<file path="src/rtl/pipearch_common.sv">
// Shared definitions for the DMA read arbiter: mdata field widths,
// arbiter FSM state type and mdata pack/unpack helpers.
package pipearch_common;

    localparam int ENGINE_ID_W = 4;
    localparam int MDATA_SEQ_W = 12;

    typedef enum logic [1:0] {
        RUN,
        DRAIN,
        DRAINED
    } t_rd_arb_state;

    function automatic logic [15:0] mdata_pack(
        input logic [MDATA_SEQ_W-1:0] seq,
        input logic [ENGINE_ID_W-1:0] id
    );
        return {seq, id};
    endfunction

    function automatic logic [ENGINE_ID_W-1:0] mdata_engine(
        input logic [15:0] mdata
    );
        return mdata[ENGINE_ID_W-1:0];
    endfunction

endpackage

</file>
<file path="src/rtl/pipearch_dma_read_arbiter_if.sv">
// Engine-side and c0-side signal bundle of the DMA read arbiter.
// master: arbiter view; slave: environment (engines + c0 channel) view.
interface pipearch_dma_read_arbiter_if #(
    parameter int NUM_ENGINES = 4,
    parameter int ADDR_W      = 42,
    parameter int DATA_W      = 512
);
    logic                          c0TxAlmFull;
    logic [1:0]                    vc_select;
    logic [NUM_ENGINES-1:0]        req_valid;
    logic [NUM_ENGINES*ADDR_W-1:0] req_addr;
    logic [NUM_ENGINES-1:0]        req_ready;
    logic                          tx_valid;
    logic [ADDR_W-1:0]             tx_addr;
    logic [1:0]                    tx_vc;
    logic [15:0]                   tx_mdata;
    logic                          rx_valid;
    logic [15:0]                   rx_mdata;
    logic [DATA_W-1:0]             rx_data;
    logic [NUM_ENGINES-1:0]        rsp_valid;
    logic [DATA_W-1:0]             rsp_data;
    logic                          drain_req;
    logic                          drain_done;
    logic [1:0]                    err_sticky;

    modport master (
        input  c0TxAlmFull, vc_select, req_valid, req_addr,
        input  rx_valid, rx_mdata, rx_data, drain_req,
        output req_ready, tx_valid, tx_addr, tx_vc, tx_mdata,
        output rsp_valid, rsp_data, drain_done, err_sticky
    );

    modport slave (
        output c0TxAlmFull, vc_select, req_valid, req_addr,
        output rx_valid, rx_mdata, rx_data, drain_req,
        input  req_ready, tx_valid, tx_addr, tx_vc, tx_mdata,
        input  rsp_valid, rsp_data, drain_done, err_sticky
    );
endinterface

</file>
<file path="src/rtl/pipearch_rr_arbiter.sv">
// Combinational round-robin picker: first eligible requester at or
// after ptr_i (wrapping). Ports: eligible_i, ptr_i -> grant_o, idx_o, any_o.
module pipearch_rr_arbiter #(
    parameter int N = 4,
    localparam int IW = (N > 1) ? $clog2(N) : 1
) (
    input  logic [N-1:0]  eligible_i,
    input  logic [IW-1:0] ptr_i,
    output logic [N-1:0]  grant_o,
    output logic [IW-1:0] idx_o,
    output logic          any_o
);
    always_comb begin
        grant_o = '0;
        idx_o   = '0;
        any_o   = 1'b0;
        for (int k = 0; k < N; k++) begin
            if (!any_o && eligible_i[(int'(ptr_i) + k) % N]) begin
                any_o = 1'b1;
                grant_o[(int'(ptr_i) + k) % N] = 1'b1;
                idx_o = IW'((int'(ptr_i) + k) % N);
            end
        end
    end
endmodule

</file>
<file path="src/rtl/pipearch_dma_read_arbiter.sv">
// N-engine CCI-P c0 read front end: RR arbitration with per-engine
// credits, engine ID in mdata, response routing and drain handshake.
// Ports: clk, reset (sync, active-high), bus (master modport).
module pipearch_dma_read_arbiter
    import pipearch_common::*;
#(
    parameter int NUM_ENGINES     = 4,
    parameter int MAX_OUTSTANDING = 64,
    parameter int ADDR_W          = 42,
    parameter int DATA_W          = 512
) (
    input logic clk,
    input logic reset,
    pipearch_dma_read_arbiter_if.master bus
);
    localparam int IW = (NUM_ENGINES > 1) ? $clog2(NUM_ENGINES) : 1;
    localparam int CW = $clog2(MAX_OUTSTANDING + 1);
    localparam logic [CW-1:0] MAX_CNT = CW'(MAX_OUTSTANDING);

    t_rd_arb_state              state_q, state_d;
    logic [CW-1:0]              cnt_q [NUM_ENGINES];
    logic [CW-1:0]              cnt_d [NUM_ENGINES];
    logic [IW-1:0]              rr_q, rr_d;
    logic [MDATA_SEQ_W-1:0]     seq_q, seq_d;
    logic                       tx_valid_q;
    logic [ADDR_W-1:0]          tx_addr_q, tx_addr_d;
    logic [1:0]                 tx_vc_q, tx_vc_d;
    logic [15:0]                tx_mdata_q, tx_mdata_d;
    logic [NUM_ENGINES-1:0]     rsp_valid_q, rsp_valid_d;
    logic [DATA_W-1:0]          rsp_data_q, rsp_data_d;
    logic [1:0]                 err_q, err_d;

    logic [NUM_ENGINES-1:0]     eligible;
    logic [NUM_ENGINES-1:0]     grant;
    logic [IW-1:0]              gnt_idx;
    logic                       accept;
    logic [ENGINE_ID_W-1:0]     rx_id;
    logic                       rx_known;
    logic [NUM_ENGINES-1:0]     rx_hit;
    logic                       zero_hit;
    logic                       all_zero;

    always_comb begin
        eligible = '0;
        for (int e = 0; e < NUM_ENGINES; e++) begin
            eligible[e] = !reset && bus.req_valid[e] && (cnt_q[e] < MAX_CNT)
                          && !bus.c0TxAlmFull && (state_q == RUN);
        end
    end

    pipearch_rr_arbiter #(.N(NUM_ENGINES)) u_rr (
        .eligible_i (eligible),
        .ptr_i      (rr_q),
        .grant_o    (grant),
        .idx_o      (gnt_idx),
        .any_o      (accept)
    );

    assign rx_id    = mdata_engine(bus.rx_mdata);
    assign rx_known = int'(rx_id) < NUM_ENGINES;

    always_comb begin
        rx_hit   = '0;
        zero_hit = 1'b0;
        all_zero = 1'b1;
        for (int e = 0; e < NUM_ENGINES; e++) begin
            rx_hit[e] = bus.rx_valid && rx_known && (int'(rx_id) == e);
            if (rx_hit[e] && cnt_q[e] == '0) zero_hit = 1'b1;
            if (cnt_q[e] != '0) all_zero = 1'b0;
        end
    end

    // Credits: a response against an empty counter is delivered but not
    // debited, so a stale response can never underflow the count.
    always_comb begin
        for (int e = 0; e < NUM_ENGINES; e++) begin
            cnt_d[e] = cnt_q[e];
            if (grant[e] && !(rx_hit[e] && cnt_q[e] != '0)) begin
                cnt_d[e] = cnt_q[e] + 1'b1;
            end else if (!grant[e] && rx_hit[e] && cnt_q[e] != '0) begin
                cnt_d[e] = cnt_q[e] - 1'b1;
            end
        end
    end

    always_comb begin
        err_d = err_q;
        if (bus.rx_valid && !rx_known) err_d[0] = 1'b1;
        if (zero_hit) err_d[1] = 1'b1;
    end

    always_comb begin
        state_d = state_q;
        unique case (state_q)
            RUN:     if (bus.drain_req) state_d = DRAIN;
            DRAIN: begin
                if (!bus.drain_req) state_d = RUN;
                else if (all_zero)  state_d = DRAINED;
            end
            DRAINED: if (!bus.drain_req) state_d = RUN;
            default: state_d = RUN;
        endcase
    end

    always_comb begin
        rr_d       = rr_q;
        seq_d      = seq_q;
        tx_addr_d  = tx_addr_q;
        tx_vc_d    = tx_vc_q;
        tx_mdata_d = tx_mdata_q;
        if (accept) begin
            rr_d = (int'(gnt_idx) == NUM_ENGINES - 1) ? '0 : gnt_idx + 1'b1;
            seq_d      = seq_q + 1'b1;
            tx_addr_d  = bus.req_addr[int'(gnt_idx)*ADDR_W +: ADDR_W];
            tx_vc_d    = bus.vc_select;
            tx_mdata_d = mdata_pack(seq_q, ENGINE_ID_W'(gnt_idx));
        end
        rsp_valid_d = rx_hit;
        rsp_data_d  = bus.rx_valid ? bus.rx_data : rsp_data_q;
    end

    always_ff @(posedge clk) begin
        if (reset) begin
            state_q     <= RUN;
            rr_q        <= '0;
            seq_q       <= '0;
            tx_valid_q  <= 1'b0;
            tx_addr_q   <= '0;
            tx_vc_q     <= '0;
            tx_mdata_q  <= '0;
            rsp_valid_q <= '0;
            rsp_data_q  <= '0;
            err_q       <= '0;
            for (int e = 0; e < NUM_ENGINES; e++) cnt_q[e] <= '0;
        end else begin
            state_q     <= state_d;
            rr_q        <= rr_d;
            seq_q       <= seq_d;
            tx_valid_q  <= accept;
            tx_addr_q   <= tx_addr_d;
            tx_vc_q     <= tx_vc_d;
            tx_mdata_q  <= tx_mdata_d;
            rsp_valid_q <= rsp_valid_d;
            rsp_data_q  <= rsp_data_d;
            err_q       <= err_d;
            for (int e = 0; e < NUM_ENGINES; e++) cnt_q[e] <= cnt_d[e];
        end
    end

    assign bus.req_ready  = grant;
    assign bus.tx_valid   = tx_valid_q;
    assign bus.tx_addr    = tx_addr_q;
    assign bus.tx_vc      = tx_vc_q;
    assign bus.tx_mdata   = tx_mdata_q;
    assign bus.rsp_valid  = rsp_valid_q;
    assign bus.rsp_data   = rsp_data_q;
    assign bus.drain_done = (state_q == DRAINED);
    assign bus.err_sticky = err_q;

endmodule

</file>
<file path="src/flat_wrapper.sv">
// flat-port wrapper written by rule: the top's interface ports become plain ports
module pipearch_dma_read_arbiter_flat import pipearch_common::*;
#(
    parameter int NUM_ENGINES     = 4,
    parameter int MAX_OUTSTANDING = 64,
    parameter int ADDR_W          = 42,
    parameter int DATA_W          = 512
)
  (clk, reset, bus_c0TxAlmFull, bus_vc_select, bus_req_valid, bus_req_addr, bus_rx_valid, bus_rx_mdata, bus_rx_data, bus_drain_req, bus_req_ready, bus_tx_valid, bus_tx_addr, bus_tx_vc, bus_tx_mdata, bus_rsp_valid, bus_rsp_data, bus_drain_done, bus_err_sticky);
  pipearch_dma_read_arbiter_if #(.NUM_ENGINES(NUM_ENGINES), .ADDR_W(ADDR_W), .DATA_W(DATA_W)) bus_i ();
  input logic clk;
  input logic reset;
  input wire logic [$bits(bus_i.c0TxAlmFull)-1:0] bus_c0TxAlmFull;
  input wire logic [$bits(bus_i.vc_select)-1:0] bus_vc_select;
  input wire logic [$bits(bus_i.req_valid)-1:0] bus_req_valid;
  input wire logic [$bits(bus_i.req_addr)-1:0] bus_req_addr;
  input wire logic [$bits(bus_i.rx_valid)-1:0] bus_rx_valid;
  input wire logic [$bits(bus_i.rx_mdata)-1:0] bus_rx_mdata;
  input wire logic [$bits(bus_i.rx_data)-1:0] bus_rx_data;
  input wire logic [$bits(bus_i.drain_req)-1:0] bus_drain_req;
  output wire logic [$bits(bus_i.req_ready)-1:0] bus_req_ready;
  output wire logic [$bits(bus_i.tx_valid)-1:0] bus_tx_valid;
  output wire logic [$bits(bus_i.tx_addr)-1:0] bus_tx_addr;
  output wire logic [$bits(bus_i.tx_vc)-1:0] bus_tx_vc;
  output wire logic [$bits(bus_i.tx_mdata)-1:0] bus_tx_mdata;
  output wire logic [$bits(bus_i.rsp_valid)-1:0] bus_rsp_valid;
  output wire logic [$bits(bus_i.rsp_data)-1:0] bus_rsp_data;
  output wire logic [$bits(bus_i.drain_done)-1:0] bus_drain_done;
  output wire logic [$bits(bus_i.err_sticky)-1:0] bus_err_sticky;
  assign bus_i.c0TxAlmFull = bus_c0TxAlmFull;
  assign bus_i.vc_select = bus_vc_select;
  assign bus_i.req_valid = bus_req_valid;
  assign bus_i.req_addr = bus_req_addr;
  assign bus_i.rx_valid = bus_rx_valid;
  assign bus_i.rx_mdata = bus_rx_mdata;
  assign bus_i.rx_data = bus_rx_data;
  assign bus_i.drain_req = bus_drain_req;
  assign bus_req_ready = bus_i.req_ready;
  assign bus_tx_valid = bus_i.tx_valid;
  assign bus_tx_addr = bus_i.tx_addr;
  assign bus_tx_vc = bus_i.tx_vc;
  assign bus_tx_mdata = bus_i.tx_mdata;
  assign bus_rsp_valid = bus_i.rsp_valid;
  assign bus_rsp_data = bus_i.rsp_data;
  assign bus_drain_done = bus_i.drain_done;
  assign bus_err_sticky = bus_i.err_sticky;
  pipearch_dma_read_arbiter #(.NUM_ENGINES(NUM_ENGINES), .MAX_OUTSTANDING(MAX_OUTSTANDING), .ADDR_W(ADDR_W), .DATA_W(DATA_W)) u_core (.clk(clk), .reset(reset), .bus(bus_i));
endmodule
</file>
<file path="config.mk">
export PLATFORM = sky130hd
export DESIGN_NAME = pipearch_dma_read_arbiter_flat
export DESIGN_NICKNAME = d
export VERILOG_FILES = /design/src/rtl/pipearch_common.sv /design/src/rtl/pipearch_dma_read_arbiter_if.sv /design/src/rtl/pipearch_rr_arbiter.sv /design/src/rtl/pipearch_dma_read_arbiter.sv /design/src/flat_wrapper.sv
export SDC_FILE = /design/constraint.sdc
export NUM_CORES = 1
export LEC_CHECK = 0
export ABC_AREA = 0
export ABC_CLOCK_PERIOD_IN_PS = 10400
export BUFFER_PORTS_ARGS = -buffer_cell sky130_fd_sc_hd__buf_2
export CAP_MARGIN = 20
export CORE_AREA = 5 5 496 498
export CTS_BUF_LIST = sky130_fd_sc_hd__clkbuf_2
export CTS_CLUSTER_DIAMETER = 30
export DETAILED_ROUTE_END_ITERATION = 10
export DIE_AREA = 0 0 501 503
export GPL_TIMING_DRIVEN = 0
export PLACE_DENSITY_LB_ADDON = 0.08
export SETUP_SLACK_MARGIN = 0.15
export SLEW_MARGIN = 20
export SYNTH_ARGS = -nofsm -noshare
export SYNTH_HDL_FRONTEND = slang
export SYNTH_SLANG_ARGS = --single-unit
</file>
<file path="constraint.sdc">
create_clock -name clk -period 10.4 [get_ports clk]
set_clock_uncertainty 0.1 [all_clocks]
set_input_delay 0.52 -clock clk [delete_from_list [all_inputs] [get_ports clk]]
set_output_delay 0.52 -clock clk [all_outputs]
set_load 0.03 [all_outputs]
</file>
==> results of run 1 <==
[logic make-up after synthesis]
family / count (synthesis) / synth area share
other: 1 / 0.0001401
adder cells (fa/ha/maj): 29 / 0.01468
AND/OR/NAND/NOR: 764 / 0.1174
XOR/XNOR: 27 / 0.008835
buffers and inverters: 241 / 0.03515
AO/OA/AOI/OAI: 415 / 0.1221
multiplexers: 623 / 0.2373
flip-flops: 621 / 0.4645
[metrics by stage]
| stage | instance area [sq um] | cells | utilization |
|---|---|---|---|
| 2_1_floorplan | 26770 | 2722 | - |
| 3_3_place_gp | 37150 | 7197 | 0.1537 |
| 3_5_place_dp | 37210 | 7200 | 0.1540 |
==> impl_metrics.env, run 1 <==
export IMPL_max_clock_path_buffers=4
export IMPL_cts_sinks=621
export IMPL_ys_warnings_count=0
export IMPL_netlist_top_cells_count="621 x dfxtp_1, 567 x mux2i_1, 550 x nor2_1"
export IMPL_stop_stage="clock tree synthesis (4_1_cts)"
export IMPL_cts_buffers=282
export IMPL_synth_edff_count=0
export IMPL_root_buffer="clkbuf_2"
export IMPL_h_tree_depth=5
export IMPL_synthCells=2721
export IMPL_yosys_top_cells_area="dfxtp_1 46%, mux2i_1 21%, nor2_1 7.7%"
export IMPL_synth_main_ff_cell="dfxtp_1"
export IMPL_cts_resized=0
export IMPL_holdBufCountCts=1533
export IMPL_syn_area_sq_um=26770
export IMPL_row_count=181
export IMPL_yosysMostFrequentCell="dfxtp_1"
export IMPL_dp_hpwl_um=165200
export IMPL_yosys_area_top_type="dfxtp_1"
export IMPL_start_util=0.1108
export IMPL_ys_ff_latch=621
export IMPL_syn_avg_cell_area_sq_um=9.837
export IMPL_stop_error="[ERROR RSZ-0060] Max buffer count reached."
export IMPL_ios=1291
export IMPL_io_buffers=1273
export IMPL_die_x_um=501
export IMPL_synth_top_area_frac=0.4645
export IMPL_die_height_um=503
export IMPL_gp_congestion=0.7833
export IMPL_pre_cts_slack_ns=3.926
export IMPL_synth_distinct_cells=68
export IMPL_cts_setup_buffers=0
export IMPL_yosysSeqAreaShare=0.4645
export IMPL_status="stopped before the end"
export IMPL_synthArstFlopShare=0
==> run 2: changes to the inputs <==
CORE_AREA = 5 5 502 504   (was 5 5 496 498)
CTS_BUF_LIST = unset   (was sky130_fd_sc_hd__clkbuf_2)
CTS_CLUSTER_DIAMETER = unset   (was 30)
DIE_AREA = 0 0 507 509   (was 0 0 501 503)
PLACE_DENSITY_LB_ADDON = 0.15   (was 0.08)
SETUP_SLACK_MARGIN = unset   (was 0.15)
==> impl_metrics.env, run 2 <==
export IMPL_grt_setup_unrepaired="no"
export IMPL_h_tree_depth=3
export IMPL_synth_adder_area_share=0.01468
export IMPL_ios=1291
export IMPL_cp_max_fo=11
export IMPL_dp_hpwl_um=166000
export IMPL_drc_errors=0
export IMPL_synthArstFlopShare=0
export IMPL_power_mw=8.102
export IMPL_cts_buffers=90
export IMPL_cp_slowest_stage_delay_ns=0.71
export IMPL_layout_common_cells="1,296 x buf_2, 621 x dfxtp_1, 567 x mux2i_1"
export IMPL_p_leak_nw=20.73
export IMPL_gp_congestion=0.8520
export IMPL_yosys_area_top_type="dfxtp_1"
export IMPL_arrival_ns=6.79
export IMPL_max_clock_path_buffers=3
export IMPL_die_x_um=507
export IMPL_final_common_cell="buf_2"
export IMPL_period_minus_slack_ns=6.329
export IMPL_yosysMostFrequentCell="dfxtp_1"
export IMPL_die_height_um=509
export IMPL_grt_pass1_vias=29655
export IMPL_synthCells=2721
export IMPL_cp_start_kind="register"
export IMPL_pre_cts_slack_ns=3.896
export IMPL_syn_area_sq_um=26770
export IMPL_setup_tns_ns=0
export IMPL_cp_required_ns=10.86
export IMPL_path_clk_slew_ns=0.06
export IMPL_drtIter0Drc=1746
export IMPL_synth_top_area_frac=0.4645
export IMPL_antenna_found_initial=85
export IMPL_hold_path_class="in -> reg"
export IMPL_slew_headroom=0.2845
export IMPL_fmax_mhz=158.0
export IMPL_largest_register_ffs=512
export IMPL_drt_wirelength_per_cell_um=25.05
export IMPL_via_per_inst=3.671
export IMPL_worstSkewPairLatency_ns=0.68
export IMPL_grt_max_degree=16
export IMPL_slew_viol_final=0
export IMPL_synth_distinct_cells=68
export IMPL_grt_ovfl_total=0
export IMPL_wl_um=198100
export IMPL_syn_avg_cell_area_sq_um=9.837
export IMPL_nets=5321
export IMPL_synth_edff_count=0
export IMPL_cp_cell_sequence="buf_2, inv_2, clkbuf_1, buf_1, ha_1, inv_2, mux4_2, o2111a_1, o2bb2ai_1, a22oi_1, or2_2, ha_1, a21o_1, a21oi_1, o21bai_1, a21oi_1, and2_1, mux2i_1, mux2_1"
export IMPL_coreArea_sq_um=247300
export IMPL_cts_setup_buffers=0
export IMPL_fin_crit_sh=0.6086
export IMPL_grt_pass1_wl_um=262300
export IMPL_cts_tree="yes"
export IMPL_dr_pass1_iters=7
export IMPL_ant_nets=0
export IMPL_crit_path_end_kind="register"
export IMPL_utilization=0.1834
export IMPL_netlist_top_cells_count="621 x dfxtp_1, 567 x mux2i_1, 550 x nor2_1"
export IMPL_whs_ns=0.08104
export IMPL_row_count=183
export IMPL_start_util=0.1082
export IMPL_root_buffer="clkbuf_16"
export IMPL_synth_compound_area_share=0.1221
export IMPL_hold_viol=0
export IMPL_vias=29040
export IMPL_maxCapViolations=0
export IMPL_fin_ws_ns=4.071
export IMPL_synth_top_family_by_area="multiplexers"
export IMPL_cts_sinks=621
export IMPL_yosys_top_cells_area="dfxtp_1 46%, mux2i_1 21%, nor2_1 7.7%"
export IMPL_power_density_nw_per_um2=178.7
export IMPL_fillers=27849
export IMPL_track_usage=0.1458
export IMPL_ir_worst_vdd_mv=0.1320
export IMPL_drive_gt1_frac=0.3262
export IMPL_synthMuxAreaShare=0.2373
export IMPL_status="finished, final reports clean"
export IMPL_synth_simple_area_share=0.1174
export IMPL_die_area_sq_um=258100
export IMPL_syn2layout_area_growth_pct=69.42
export IMPL_worst_slew_pin_slew_ns=1.073
export IMPL_yosysSeqAreaShare=0.4645
export IMPL_ys_ff_latch=621
export IMPL_worstSetupPathType="reg -> reg"
export IMPL_finalSetupViolations=0
export IMPL_synth_main_ff_cell="dfxtp_1"
export IMPL_synth_xor_area_frac=0.008835
export IMPL_critPathSlowestCell="buf_1"
export IMPL_io_buffers=1273
export IMPL_ys_warnings_count=0
[run 2: cell counts after synthesis]
No cell type changed its count.
[run 2: area by class of cell]
| type | count | area (sq um) | area share |
|---|---|---|---|
| clock inverter | 24 | 360.3 | 0.007947 |
| sequential | 621 | 12430 | 0.2742 |
| timing repair buffer | 1771 | 11390 | 0.2512 |
| tap | 3237 | 4050 | 0.08932 |
| inverter | 20 | 75.07 | 0.001656 |
| antenna | 18 | 45.04 | 0.0009933 |
| clock buffer | 139 | 2716 | 0.05990 |
| multi-input combinational | 1860 | 13400 | 0.2954 |
| buffer | 221 | 879.6 | 0.01940 |
[run 2: worst max-delay path, delay by kind of cell (launching register included)]
family / cells / cell delay (ns)
compound gates: 7 / 1.69
fa+ha+maj: 2 / 0.75
buf+inv: 5 / 1.92
flops: 1 / 0.33
mux: 3 / 0.98
simple gates: 2 / 0.45
[run 2: kinds of logic (layout without fill, tap and decap cells)]
group | Yosys count | after routing
AO/OA/AOI/OAI | 415 | 415
XOR/XNOR | 27 | 27
adder cells (fa/ha/maj) | 29 | 29
buffers and inverters | 241 | 2175
flip-flops | 621 | 621
multiplexers | 623 | 623
other | 1 | 20
AND/OR/NAND/NOR | 764 | 764
[run 2: worst paths after layout]
check | endpoint | slack, ns | cells past startpoint | startpoint
min | u_core.bus.rsp_data[320]$_SDFFE_PP0P_ | 0.08 | 3 | bus_rx_data[320]
min reg2reg | u_core.bus.err_sticky[0]$_SDFFE_PP0P_ | 0.35 | 2 | u_core.bus.err_sticky[0]$_SDFFE_PP0P_
max reg2reg | u_core.cnt_q[0][6]$_SDFFE_PP0P_ | 4.07 | 19 | register
max | u_core.cnt_q[0][6]$_SDFFE_PP0P_ | 4.07 | 19 | register
[run 2: metrics by stage]
step                      area [sq um]  cells
final                            45350   7911
after global routing             45320   7900
after CTS                        45300   7893
after detailed placement         37260   7234
after global placement           37190   7232
after floorplan                  26770   2722
[run 2: power breakdown]
part           switching [mW]  internal [mW]  leakage [nW]  total (mW)
Clock                    1.33           1.89          1.49        3.21
Sequential              0.140           2.59          5.12        2.73
Combinational            1.36          0.803          14.1        2.16
Total                    2.83           5.27          20.7        8.10
[run 2: metal layers]
| layer | vias up | routed length (um) | GRT usage |
|---|---|---|---|
| met2 | 1359 | 98410 | 0.2615 |
| li1 | 13597 | - | - |
| met5 | - | 195 | 0 |
| met1 | 13763 | 75750 | 0.1608 |
| met4 | 34 | 5014 | 0.03294 |
| met3 | 287 | 18760 | 0.05867 |
[run 2: repair_timing]
item                       CTS  global route
hold buffers               496             0
setup endpoints to repair    0             0
gates resized for setup      0             0
hold endpoints to repair   500             0
(Power assumes the default switching activity.)
==> run 3: changes to the inputs <==
ABC_CLOCK_PERIOD_IN_PS = 5400   (was 10400)
clock period = 5.4 ns   (was 10.4 ns; I/O delays follow)
==> impl_metrics.env, run 3 (synthesis results as in run 2) <==
export IMPL_status="finished, final reports clean"
export IMPL_min_from="bus_req_addr[40]"
export IMPL_grt_pass1_wl_um=264800
export IMPL_path_clk_slew_ns=0.06
export IMPL_start_util=0.1082
export IMPL_drtIter0Drc=1742
export IMPL_track_usage=0.1466
export IMPL_finalSetupViolations=0
export IMPL_fin_crit_sh=0.9457
export IMPL_die_height_um=509
export IMPL_ios=1291
export IMPL_crit_family="compound AO/OA/AOI/OAI gates"
export IMPL_cp_max_fo=11
export IMPL_cts_buffers=90
export IMPL_pre_cts_slack_ns=-1.104
export IMPL_final_common_cell="buf_2"
export IMPL_critPathMostFrequentCell="a21oi_1"
export IMPL_cp_cell_sequence="clkbuf_4, inv_4, clkbuf_8, buf_6, ha_2, inv_2, mux4_2, o2111a_2, o2bb2ai_1, a22oi_2, or2_2, fa_1, a21o_1, a21oi_1, o21bai_1, a21oi_1, nor2_1, mux2i_1, mux2_1"
export IMPL_cp_endpoint="u_core.cnt_q[0][6]$_SDFFE_PP0P_"
export IMPL_io_buffers=1273
export IMPL_crit_cells=19
export IMPL_utilization=0.1894
export IMPL_grt_setup_unrepaired="no"
export IMPL_slew_headroom=0.2920
export IMPL_worst_slew_pin_slew_ns=1.062
export IMPL_worstSetupPathType="reg -> reg"
export IMPL_grt_max_degree=16
export IMPL_cp_slowest_stage_delay_ns=0.43
export IMPL_grt_pass1_vias=30409
export IMPL_dp_hpwl_um=166000
export IMPL_r2r_slack_ns=0.29
export IMPL_power_mw=15.75
export IMPL_wl_um=198900
export IMPL_cp_required_ns=5.86
export IMPL_via_per_inst=3.656
export IMPL_setup_tns_ns=0
export IMPL_coreArea_sq_um=247300
export IMPL_p_leak_nw=21.44
export IMPL_worstSkewPairLatency_ns=0.68
export IMPL_grt_ovfl_total=0
export IMPL_arrival_ns=5.57
export IMPL_slew_viol_final=0
export IMPL_fmax_mhz=195.8
export IMPL_die_area_sq_um=258100
export IMPL_row_count=183
export IMPL_cts_setup_buffers=0
export IMPL_antenna_found_initial=79
export IMPL_root_buffer="clkbuf_16"
export IMPL_crit_buf_inv=5
export IMPL_cts_sinks=621
export IMPL_max_clock_path_buffers=3
export IMPL_cp_start_kind="register"
export IMPL_period_minus_slack_ns=5.107
export IMPL_place_inst=7234
export IMPL_rr_worst_depth=19
export IMPL_fin_ws_ns=0.2932
export IMPL_largest_register_ffs=512
export IMPL_die_x_um=507
export IMPL_hold_viol=0
export IMPL_crit_path_end_kind="register"
export IMPL_syn2layout_area_growth_pct=75.02
export IMPL_hold_path_class="in -> reg"
export IMPL_ir_worst_vdd_mv=0.2542
export IMPL_drt_wirelength_per_cell_um=24.70
export IMPL_vias=29447
export IMPL_instances_no_fill=8055
export IMPL_layout_common_cells="1,296 x buf_2, 640 x dlygate4sd3_1, 621 x dfxtp_1"
export IMPL_drc_errors=0
export IMPL_critPathSlowestCell="mux4_2"
export IMPL_drive_gt1_frac=0.3192
export IMPL_dr_pass1_iters=5
export IMPL_gp_congestion=0.8520
export IMPL_maxCapViolations=0
export IMPL_ant_nets=0
export IMPL_r2r_end="u_core.cnt_q[0][6]$_SDFFE_PP0P_"
export IMPL_cts_tree="yes"
export IMPL_power_density_nw_per_um2=336.1
export IMPL_nets=5465
export IMPL_h_tree_depth=3
-- run 3: changes by cell type in the layout (fill, tap and decap cells not counted), sizes merged --
cell | previous run | this run
dlygate4sd3 | 496 | 640
-- run 3: how the worst min path moves through the flow --
stage / to / slack (ns) / cells after the start
after CTS: u_core.bus.tx_addr[18]$_SDFFE_PP0P_ / 0.0007 / 4
after detailed placement: u_core.bus.err_sticky[0]$_SDFFE_PP0P_ / 0.35 / 2
after global routing: u_core.bus.tx_addr[35]$_SDFFE_PP0P_ / 0.03 / 4
after global placement: u_core.bus.err_sticky[0]$_SDFFE_PP0P_ / 0.34 / 2
final: u_core.bus.tx_addr[40]$_SDFFE_PP0P_ / 0.08 / 4
after floorplan: u_core.bus.tx_vc[0]$_SDFFE_PP0P_ / 0.28 / 2
-- run 3: report_power, final --
group / total, mW / internal [mW] / switching (mW)
clock: 6.19 / 3.63 / 2.56
combinational: 4.31 / 1.65 / 2.65
sequential: 5.25 / 4.98 / 0.270
total: 15.7 / 10.3 / 5.48
-- run 3: cell type report --
type / count / area, sq um
well taps: 3237 / 4050
fillers: 27790 / 200400
clock buffers: 139 / 2716
diodes: 18 / 45.04
plain buffers: 221 / 902.1
flip-flops and latches: 621 / 12430
repair buffers: 1915 / 12830
multi-input cells: 1860 / 13430
inverters: 20 / 77.57
clock inverters: 24 / 360.3
-- run 3: worst register-to-register path, stage by stage (launching register included) --
cell	delay, ns
dfxtp_1	0.38
clkbuf_4	0.23
inv_4	0.11
clkbuf_8	0.21
buf_6	0.18
ha_2	0.42
inv_2	0.09
mux4_2	0.43
o2111a_2	0.30
o2bb2ai_1	0.23
a22oi_2	0.19
or2_2	0.43
fa_1	0.43
a21o_1	0.17
a21oi_1	0.26
o21bai_1	0.11
a21oi_1	0.19
nor2_1	0.06
mux2i_1	0.15
mux2_1	0.33
-- run 3: stage by stage --
stage	area [sq um]	hold slack, ns
4_1_cts	46770	0.0006851
3_5_place_dp	37260	0.3483
3_3_place_gp	37190	0.3446
6_report	46840	0.07636
5_1_grt	46830	0.02917
2_1_floorplan	26770	0.2786
-- run 3: repair_timing --
item | 4_1_cts | 5_1_grt
endpoints found under the setup margin | 35 | 10
hold endpoints to repair | 566 | 0
gates resized for setup | 10 | 16
hold buffers | 640 | 0
cloned | 0 | 0
-- run 3: routing by layer --
layer / share of wire / global-route usage / vias up / routed length, um
met5: 0.0011 / 0 / - / 215
met4: 0.026 / 0.03686 / 34 / 5267
met3: 0.094 / 0.05884 / 269 / 18770
met2: 0.50 / 0.2619 / 1280 / 98820
met1: 0.38 / 0.1614 / 13989 / 75860
li1: - / - / 13875 / -
